File: src/rtl/data_inf_rr_merge_if.sv
// Stream bundle for the round-robin merger: NUM input channels in, one merged stream out.
interface data_inf_rr_merge_if #(
  parameter int NUM   = 4,
  parameter int DSIZE = 8
);
  localparam int CW = $clog2(NUM);

  logic [NUM-1:0]       in_valid;
  logic [NUM*DSIZE-1:0] in_data;
  logic [NUM-1:0]       in_last;
  logic [NUM-1:0]       in_ready;
  logic                 out_valid;
  logic [DSIZE-1:0]     out_data;
  logic                 out_last;
  logic [CW-1:0]        out_chan;
  logic                 out_ready;

  modport master (
    output in_valid, in_data, in_last, out_ready,
    input  in_ready, out_valid, out_data, out_last, out_chan
  );

  modport slave (
    input  in_valid, in_data, in_last, out_ready,
    output in_ready, out_valid, out_data, out_last, out_chan
  );
endinterface

File: src/rtl/data_inf_rr_merge.sv
// N-channel valid/ready merger: round-robin grant, optional packet lock, one registered output stage.
//  state | meaning
//  ARB   | per-beat round-robin search starting after last_grant
//  LOCK  | grant pinned to lock_chan until its in_last beat transfers
module data_inf_rr_merge #(
  parameter int NUM      = 4,
  parameter int DSIZE    = 8,
  parameter int PKT_MODE = 0
) (
  input logic               clock,
  input logic               rst_n,
  data_inf_rr_merge_if.slave bus
);
  localparam int CW = $clog2(NUM);

  typedef enum logic {ARB, LOCK} state_e;

  state_e           state_q, state_d;
  logic [CW-1:0]    last_grant_q, last_grant_d;
  logic [CW-1:0]    lock_chan_q, lock_chan_d;
  logic             out_valid_q, out_valid_d;
  logic [DSIZE-1:0] out_data_q, out_data_d;
  logic             out_last_q, out_last_d;
  logic [CW-1:0]    out_chan_q, out_chan_d;

  logic [CW-1:0]    grant;
  logic [CW-1:0]    cand;
  logic             grant_valid;
  logic             accept;
  logic             xfer;
  logic [DSIZE-1:0] sel_data;

  function automatic logic [CW-1:0] wrap_add(input logic [CW-1:0] base, input int k);
    int s;
    s = (int'(base) + k) % NUM;
    return CW'(s);
  endfunction

  always_comb begin
    grant       = '0;
    grant_valid = 1'b0;
    cand        = '0;
    if (state_q == LOCK) begin
      grant       = lock_chan_q;
      grant_valid = bus.in_valid[lock_chan_q];
    end else begin
      for (int k = 1; k <= NUM; k++) begin
        cand = wrap_add(last_grant_q, k);
        if (!grant_valid && bus.in_valid[cand]) begin
          grant       = cand;
          grant_valid = 1'b1;
        end
      end
    end
  end

  always_comb begin
    sel_data = '0;
    for (int i = 0; i < NUM; i++) begin
      if (grant == CW'(i)) sel_data = bus.in_data[i*DSIZE +: DSIZE];
    end
  end

  assign accept = !out_valid_q || bus.out_ready;
  // grant_valid already implies in_valid of the granted channel
  assign xfer   = accept && grant_valid && rst_n;

  always_comb begin
    bus.in_ready = '0;
    if (xfer) bus.in_ready[grant] = 1'b1;
  end

  always_comb begin
    state_d      = state_q;
    lock_chan_d  = lock_chan_q;
    last_grant_d = last_grant_q;
    out_valid_d  = out_valid_q;
    out_data_d   = out_data_q;
    out_last_d   = out_last_q;
    out_chan_d   = out_chan_q;

    if (xfer) begin
      last_grant_d = grant;
      out_valid_d  = 1'b1;
      out_data_d   = sel_data;
      out_chan_d   = grant;
      out_last_d   = (PKT_MODE != 0) && bus.in_last[grant];
    end else if (bus.out_ready) begin
      out_valid_d = 1'b0;
    end

    case (state_q)
      ARB: begin
        if ((PKT_MODE != 0) && xfer && !bus.in_last[grant]) begin
          state_d     = LOCK;
          lock_chan_d = grant;
        end
      end
      LOCK: begin
        if (xfer && bus.in_last[grant]) state_d = ARB;
      end
      default: state_d = ARB;
    endcase
  end

  always_ff @(posedge clock or negedge rst_n) begin
    if (!rst_n) begin
      state_q      <= ARB;
      last_grant_q <= CW'(NUM - 1);
      lock_chan_q  <= '0;
      out_valid_q  <= 1'b0;
      out_data_q   <= '0;
      out_last_q   <= 1'b0;
      out_chan_q   <= '0;
    end else begin
      state_q      <= state_d;
      last_grant_q <= last_grant_d;
      lock_chan_q  <= lock_chan_d;
      out_valid_q  <= out_valid_d;
      out_data_q   <= out_data_d;
      out_last_q   <= out_last_d;
      out_chan_q   <= out_chan_d;
    end
  end

  assign bus.out_valid = out_valid_q;
  assign bus.out_data  = out_data_q;
  assign bus.out_last  = out_last_q;
  assign bus.out_chan  = out_chan_q;
endmodule

File: src/flat_wrapper.sv
// flat-port wrapper written by rule: the top's interface ports become plain ports
module data_inf_rr_merge_flat 
#(
  parameter int NUM      = 4,
  parameter int DSIZE    = 8,
  parameter int PKT_MODE = 0
)
  (clock, rst_n, bus_in_valid, bus_in_data, bus_in_last, bus_out_ready, bus_in_ready, bus_out_valid, bus_out_data, bus_out_last, bus_out_chan);
  data_inf_rr_merge_if #(.NUM(NUM), .DSIZE(DSIZE)) bus_i ();
  input logic clock;
  input logic rst_n;
  input wire logic [$bits(bus_i.in_valid)-1:0] bus_in_valid;
  input wire logic [$bits(bus_i.in_data)-1:0] bus_in_data;
  input wire logic [$bits(bus_i.in_last)-1:0] bus_in_last;
  input wire logic [$bits(bus_i.out_ready)-1:0] bus_out_ready;
  output wire logic [$bits(bus_i.in_ready)-1:0] bus_in_ready;
  output wire logic [$bits(bus_i.out_valid)-1:0] bus_out_valid;
  output wire logic [$bits(bus_i.out_data)-1:0] bus_out_data;
  output wire logic [$bits(bus_i.out_last)-1:0] bus_out_last;
  output wire logic [$bits(bus_i.out_chan)-1:0] bus_out_chan;
  assign bus_i.in_valid = bus_in_valid;
  assign bus_i.in_data = bus_in_data;
  assign bus_i.in_last = bus_in_last;
  assign bus_i.out_ready = bus_out_ready;
  assign bus_in_ready = bus_i.in_ready;
  assign bus_out_valid = bus_i.out_valid;
  assign bus_out_data = bus_i.out_data;
  assign bus_out_last = bus_i.out_last;
  assign bus_out_chan = bus_i.out_chan;
  data_inf_rr_merge #(.NUM(NUM), .DSIZE(DSIZE), .PKT_MODE(PKT_MODE)) u_core (.clock(clock), .rst_n(rst_n), .bus(bus_i));
endmodule
File: config.mk
export PLATFORM = sky130hd
export DESIGN_NAME = data_inf_rr_merge_flat
export DESIGN_NICKNAME = d
export VERILOG_FILES = /design/src/rtl/data_inf_rr_merge_if.sv /design/src/rtl/data_inf_rr_merge.sv /design/src/flat_wrapper.sv
export SDC_FILE = /design/constraint.sdc
export NUM_CORES = 1
export LEC_CHECK = 0
export ABC_CLOCK_PERIOD_IN_PS = 5560
export CAP_MARGIN = 20
export CORE_ASPECT_RATIO = 1.1
export CORE_MARGIN = 2
export CORE_UTILIZATION = 43
export CTS_BUF_LIST = sky130_fd_sc_hd__clkbuf_4 sky130_fd_sc_hd__clkbuf_8
export CTS_CLUSTER_DIAMETER = 40
export DETAILED_ROUTE_END_ITERATION = 10
export PLACE_DENSITY = 0.87
export SLEW_MARGIN = 0
export SYNTH_ARGS = -nofsm -noshare
export SYNTH_HDL_FRONTEND = slang
export SYNTH_SLANG_ARGS = --single-unit
File: constraint.sdc
create_clock -name clock -period 5.56 [get_ports clock]
set_clock_uncertainty 0.15 [all_clocks]
set_input_delay 0.556 -clock clock [delete_from_list [all_inputs] [get_ports clock]]
set_output_delay 0.556 -clock clock [all_outputs]
set_load 0.01 [all_outputs]
### Yosys cells after proc, flatten, opt, wreduce, memory -nomap -nowiden

Index checks and enable logic that the tools add are counted.

* memory bits (read-only): 0
* bits in latches: 0
* RAM bits: 0
* bits in registers: 14
* memories: 0
* logic and storage cells: 66
* input bits: 43
* output and inout bits: 16

* shift operators: 0
* eq/ne operators: 3
* muxes and demuxes: 34
* multipliers: 0
* divide/modulo/power cells: 0
* bitwise gates (word level): 0
* order comparisons: 6
* reduce and logical (&&, ||, !) cells: 14
* add/subtract/negate cells: 4

Operators by type and width (count)
* 2-to-1 mux 8 bit: 4
* 2-to-1 mux 1 bit: 18
* less-than comparator 2 x 3 -> 1 bit, second input constant: 5
* binary-select mux 1 bit (select 2 bit): 5
* 2-to-1 mux 2 bit: 5
* logical AND 1 bit: 7
* adder 2 x 1 -> 2 bit, second input constant: 2
* adder 2 bit, second input constant: 2
* == test 2 bit, second input constant: 2
* logical NOT 1 bit: 4
* 2-to-1 mux 4 bit: 1
* demux 1 bit (select 2 bit): 1
* == test 2 x 1 -> 1 bit, second input constant: 1
* greater-or-equal comparator 2 x 1 -> 1 bit, second input constant: 1
* logical NOT 2 bit: 1
* nonzero test 2 bit: 1
* logical OR 1 bit: 1

### Logic depth before layout (Yosys ltp)

* depth in word-level cells: 22
* mapped depth: 8
* mapped depth without buffers: 5

### Worst setup path before layout

No wires, ideal clock.

* path kind: register -> output
* start: register u_core.last_grant_q[0]
* end: output port bus_in_ready[2]
* required time: 4.854 ns
* cell stages (with the launch flop): 8
* path slack: 2.802 ns
* buffers on the path: 3
* arrival: 2.052 ns
* path through: dfstp_2 buf_6 mux4_2 or3_1 and2_1 buf_6 buf_6 and3_1

* longest elaborated chain between the ends: 22
* elaborated cells between the ends (all ways): 39
* those cells by class: 4 x add/sub; 2 x order compare; 24 x mux; 9 x reduce/logical

Ends and longest elaborated chain
* from (decl): RTL line data_inf_rr_merge.sv:19 `logic [CW-1:0] last_grant_q, last_grant_d;`
* from (signal assigned): RTL line data_inf_rr_merge.sv:109 `last_grant_q <= CW'(NUM - 1);`
* from (signal assigned): RTL line data_inf_rr_merge.sv:117 `last_grant_q <= last_grant_d;`
* adder 2 x 1 -> 2 bit: RTL line data_inf_rr_merge.sv:35 `s = (int'(base) + k) % NUM;`
* binary-select mux 1 bit (select 2 bit): RTL line data_inf_rr_merge.sv:49 `if (!grant_valid && bus.in_valid[cand]) begin`
* 2-to-1 mux 1 bit (not written as such): RTL line data_inf_rr_merge.sv:49
* 2-to-1 mux 1 bit: RTL line data_inf_rr_merge.sv:49
* 2-to-1 mux 1 bit: RTL line data_inf_rr_merge.sv:43 `if (state_q == LOCK) begin`
* logical NOT 1 bit: RTL line data_inf_rr_merge.sv:49
* logical AND 1 bit: RTL line data_inf_rr_merge.sv:49
* 2-to-1 mux 1 bit: RTL line data_inf_rr_merge.sv:49
* [6 not listed]
* logical AND 1 bit: RTL line data_inf_rr_merge.sv:49
* 2-to-1 mux 2 bit: RTL line data_inf_rr_merge.sv:49
* 2-to-1 mux 2 bit: RTL line data_inf_rr_merge.sv:43
* less-than comparator 2 x 3 -> 1 bit (not written as such) or greater-or-equal comparator 2 x 1 -> 1 bit (tied branches): RTL line data_inf_rr_merge.sv:70 `if (xfer) bus.in_ready[grant] = 1'b1;`
* logical AND 1 bit (not written as such): RTL line data_inf_rr_merge.sv:70
* 2-to-1 mux 1 bit (not written as such): RTL line data_inf_rr_merge.sv:70
* demux 1 bit (select 2 bit)
* 2-to-1 mux 4 bit (*): RTL line data_inf_rr_merge.sv:70
* to (decl): RTL line flat_wrapper.sv:16 `output wire logic [$bits(bus_i.in_ready)-1:0] bus_in_ready;`

Every way passes the cells marked *; elsewhere a longest branch is shown, timed or not. The select of a mux whose other input is x is not followed.

### Worst setup path after layout

* start: input port bus_in_valid[3]
* end: output port bus_in_ready[2]

* longest elaborated chain between the ends: 21
* elaborated cells between the ends (all ways): 35
* those cells by class: 2 x order compare; 24 x mux; 9 x reduce/logical

Ends and longest elaborated chain
* from (decl): RTL line flat_wrapper.sv:12 `input wire logic [$bits(bus_i.in_valid)-1:0] bus_in_valid;`
* binary-select mux 1 bit (select 2 bit): RTL line data_inf_rr_merge.sv:49
* 2-to-1 mux 1 bit (not written as such): RTL line data_inf_rr_merge.sv:49
* 2-to-1 mux 1 bit: RTL line data_inf_rr_merge.sv:49
* 2-to-1 mux 1 bit: RTL line data_inf_rr_merge.sv:43
* logical NOT 1 bit: RTL line data_inf_rr_merge.sv:49
* logical AND 1 bit: RTL line data_inf_rr_merge.sv:49
* 2-to-1 mux 1 bit: RTL line data_inf_rr_merge.sv:49
* 2-to-1 mux 1 bit: RTL line data_inf_rr_merge.sv:43
* [5 not listed]
* logical AND 1 bit: RTL line data_inf_rr_merge.sv:49
* 2-to-1 mux 2 bit: RTL line data_inf_rr_merge.sv:49
* 2-to-1 mux 2 bit: RTL line data_inf_rr_merge.sv:43
* less-than comparator 2 x 3 -> 1 bit (not written as such) or greater-or-equal comparator 2 x 1 -> 1 bit (tied branches): RTL line data_inf_rr_merge.sv:70
* logical AND 1 bit (not written as such): RTL line data_inf_rr_merge.sv:70
* 2-to-1 mux 1 bit (not written as such): RTL line data_inf_rr_merge.sv:70
* demux 1 bit (select 2 bit)
* 2-to-1 mux 4 bit (*): RTL line data_inf_rr_merge.sv:70

Marked as above.

==> impl_metrics.json <==
{
  "place.gp.congestion": 0.829,
  "die_w_um": 52.4,
  "path_clk_slew_ns": 0.09,
  "overflow": 0,
  "ios": 59,
  "post_cts_resized": 0,
  "routed_via_density": 5.93,
  "period_needed_ns": 4.00,
  "first_pass_iters": 4,
  "ctsHoldBuffers": 0,
  "numCtsBuffers": 3,
  "synth_top_family_by_area": "simple AND/OR/NAND/NOR gates",
  "synth_top_cells_by_area": "dfrtp_1 27%, nor3b_1 11%, mux2i_1 8.1%",
  "ys_seq_elements": 14,
  "finalCritPeriodShare_pct": 71.9,
  "critPathCaptureType": "output port",
  "rrSetupSlack_ns": 2.82,
  "timing.rr.end": "u_core.bus.out_chan[0]",
  "p_leak_nw": 0.654,
  "synthCells": 120,
  "final_nets": 210,
  "yosys.area_share.adder_pct": 0,
  "vias": 1169,
  "synth_fp_nets": 163,
  "synth_top_area_share_pct": 27.1,
  "fmax_mhz": 250,
  "synth_warnings": 0,
  "die_area_um2": 3000,
  "stdcell_count": 197,
  "hold_slack_ns": 0.369,
  "ant_nets": 0,
  "rr_worst_depth": 4,
  "yosysTopAreaCell": "dfrtp_1",
  "seq_area_frac_synth_pct": 31.9,
  "grt_pass1_wl_mm": 4.72,
  "hold_viol": 0,
  "multi_input_area_um2": 668,
  "fillCellCount": 203,
  "synth-compound-area-share_pct": 19.7,
  "avgSynthCellArea_um2": 9.23,
  "cts_root_buffer": "clkbuf_4",
  "arrival_ns": 3.29,
  "postCtsSetupBuffers": 0,
  "drc": 0,
  "dp.cells": 193,
  "final_cell_area_um2": 1660,
  "place_hpwl_mm": 2.34,
  "max_cap_violations": 0,
  "synth_cell_types": 32,
  "drtIter0Drc": 22,
  "dpl_cell_area_um2": 1620,
  "rsz0062_at_grt": "false",
  "worstSetupPathType": "in2out",
  "worst_path_max_delay_cell": "mux4_2",
  "insertion_delay_ns": 0.29,
  "maxSlewHeadroom_pct": 54.7,
  "grtUsageTotal_pct": 20.9,
  "hold_class": "reg2reg",
  "grt_pass1_vias": 1129,
  "antenna_found_initial": 0,
  "fin_ws_ns": 1.56,
  "areaGrowthSynthToFinish_pct": 49.5,
  "start_kind": "input port",
  "wl_per_cell_um": 15.5,
  "crit_top_cell": "clkdlybuf4s50_1",
  "endpoint": "bus_in_ready[2]",
  "grt_max_degree": 24,
  "start_util_pct": 44.8,
  "synthMuxAreaShare_pct": 15.6,
  "worstPathRequired_ns": 4.85,
  "netlist_area_um2": 1110,
  "rows": 19,
  "irDropWorstVdd_mv": 0.219,
  "setup_viol": 0,
  "status": "completed",
  "critPathMaxFanout": 15,
  "wirelength_mm": 3.05,
  "cp_slowest_stage_delay_ns": 0.53,
  "clock_sinks": 14,
  "timing.final.max_slew_violations": 0,
  "tns_ns": 0,
  "p_per_area_nw_per_um2": 406,
  "synth_simple_gate_area_share_pct": 24.7,
  "final-seq-area_um2": 353,
  "core_um2": 2470,
  "clockBufferDepth": 2,
  "antenna_cells": 0,
  "cp_cell_sequence": "clkdlybuf4s50_1 > mux4_2 > or3_1 > and2_1 > and3_1 > clkdlybuf4s50_1",
  "post-place-ws_ns": 1.50,
  "die_h_um": 57.2,
  "synth_xor_xnor_area_share_pct": 0,
  "portBuffers": 54,
  "cts_tree": "yes",
  "htreeDepth": 1,
  "startpoint": "bus_in_valid[3]",
  "tightest_slew_ns": 0.679,
  "r2r-start": "u_core.last_grant_q[0]",
  "drive_above_1_share_pct": 9.04
}
==> power by group <==
group | switching (mW) | internal [mW] | total, mW
Clock | 0.0369 | 0.0399 | 0.0768
Combinational | 0.183 | 0.218 | 0.401
Sequential | 0.0406 | 0.154 | 0.194
Total | 0.260 | 0.412 | 0.672
==> metal layers <==
metal	wire (µm)	part of all wire (%)	track usage (%)
met5	0	0	0
met4	84	2.8	11.7
met3	209	6.8	2.36
met2	1490	49	35.4
met1	1270	42	25.3
==> sequential cells by signal, indices dropped and copies added, names as in the netlist <==
name,flops
u_core.bus.out_chan,2
u_core.bus.out_valid,1
u_core.last_grant_q,2
u_core.bus.out_data,8
u_core.state_q,1
==> cells in the mapped netlist <==
| cell | count |
|---|---|
| o221ai_1 | 1 |
| mux2i_1 | 9 |
| a32oi_1 | 9 |
| buf_6 | 3 |
| nor3b_1 | 16 |
| buf_2 | 3 |
| conb_1 | 1 |
| a31oi_1 | 8 |
| dfstp_2 | 2 |
| and2_1 | 1 |
| buf_4 | 1 |
| a41o_1 | 1 |
| nand3_1 | 1 |
| nor3_1 | 3 |
| nand2b_1 | 3 |
| and3_1 | 5 |
| clkbuf_1 | 5 |
| inv_1 | 1 |
| nor2_1 | 3 |
| o21ai_0 | 3 |
| or3_1 | 1 |
| nor2b_1 | 4 |
| or2_2 | 2 |
| mux2_4 | 4 |
| nand2_1 | 4 |
| buf_1 | 2 |
| a21o_1 | 1 |
| dfrtp_1 | 12 |
| mux4_2 | 1 |
| a21oi_1 | 8 |
| or4_1 | 1 |
| o21a_1 | 1 |
==> kinds of logic (layout without fill, tap and decap cells) <==
family	Yosys count	after routing
AOI/OAI and AO/OA	32	32
buffers and inverters	15	61
DFF	14	14
muxes	14	14
other	1	1
and+or+nand+nor	44	44
==> layout make-up <==
| cell class | count | area share [%] |
|---|---|---|
| multi-input combinational | 91 | 40.4 |
| timing repair buffer | 56 | 33.6 |
| sequential | 14 | 21.3 |
| tap | 31 | 2.34 |
| clock buffer | 4 | 2.19 |
| inverter | 1 | 0.227 |
==> how the worst min path moves through the flow <==
stage / slack (ns) / start / to / depth (start not counted)
3_5_place_dp: 0.35 / u_core.bus.out_valid / u_core.bus.out_valid / 2
6_report: 0.37 / u_core.bus.out_chan[1] / u_core.bus.out_chan[1] / 1
2_1_floorplan: 0.11 / rst_n / u_core.bus.out_chan[0] / 0
4_1_cts: 0.37 / u_core.bus.out_chan[1] / u_core.bus.out_chan[1] / 1
5_1_grt: 0.41 / u_core.bus.out_chan[1] / u_core.bus.out_chan[1] / 1
3_3_place_gp: 0.34 / u_core.bus.out_valid / u_core.bus.out_valid / 2
==> stage by stage <==
step | total power, mW | util, %
after floorplan | 0.444 | -
after global placement | 0.582 | 65.5
after detailed placement | 0.595 | 65.5
after CTS | 0.670 | 67.0
after global routing | 0.715 | 67.0
final | 0.672 | 67.0
==> critical path: cells and delay by family <==
family | cells | cell delay [ns]
multiplexers | 1 | 0.53
AND/OR/NAND/NOR | 3 | 1.21
buffers and inverters | 2 | 0.99
==> cells in the final DEF, fill, tap and decap left out <==
master,synthesis,final
and2_1,1,1
nand3_1,1,1
clkbuf_8,0,1
clkdlybuf4s50_1,0,54
nand2b_1,3,3
and3_1,5,5
o21a_1,1,1
or2_2,2,2
nor2b_1,4,4
a21o_1,1,1
mux2_4,4,4
a41o_1,1,1
nand2_1,4,4
or4_1,1,1
nor3_1,3,3
a32oi_1,9,9
buf_4,1,2
mux2i_1,9,9
o21ai_0,3,3
or3_1,1,1
nor3b_1,16,16
mux4_2,1,1
a21oi_1,8,8
o221ai_1,1,1
conb_1,1,1
inv_1,1,1
dfrtp_1,12,12
dfstp_2,2,2
nor2_1,3,3
a31oi_1,8,8
clkbuf_4,0,3
Note: power is estimated with default switching activity, not from simulation.
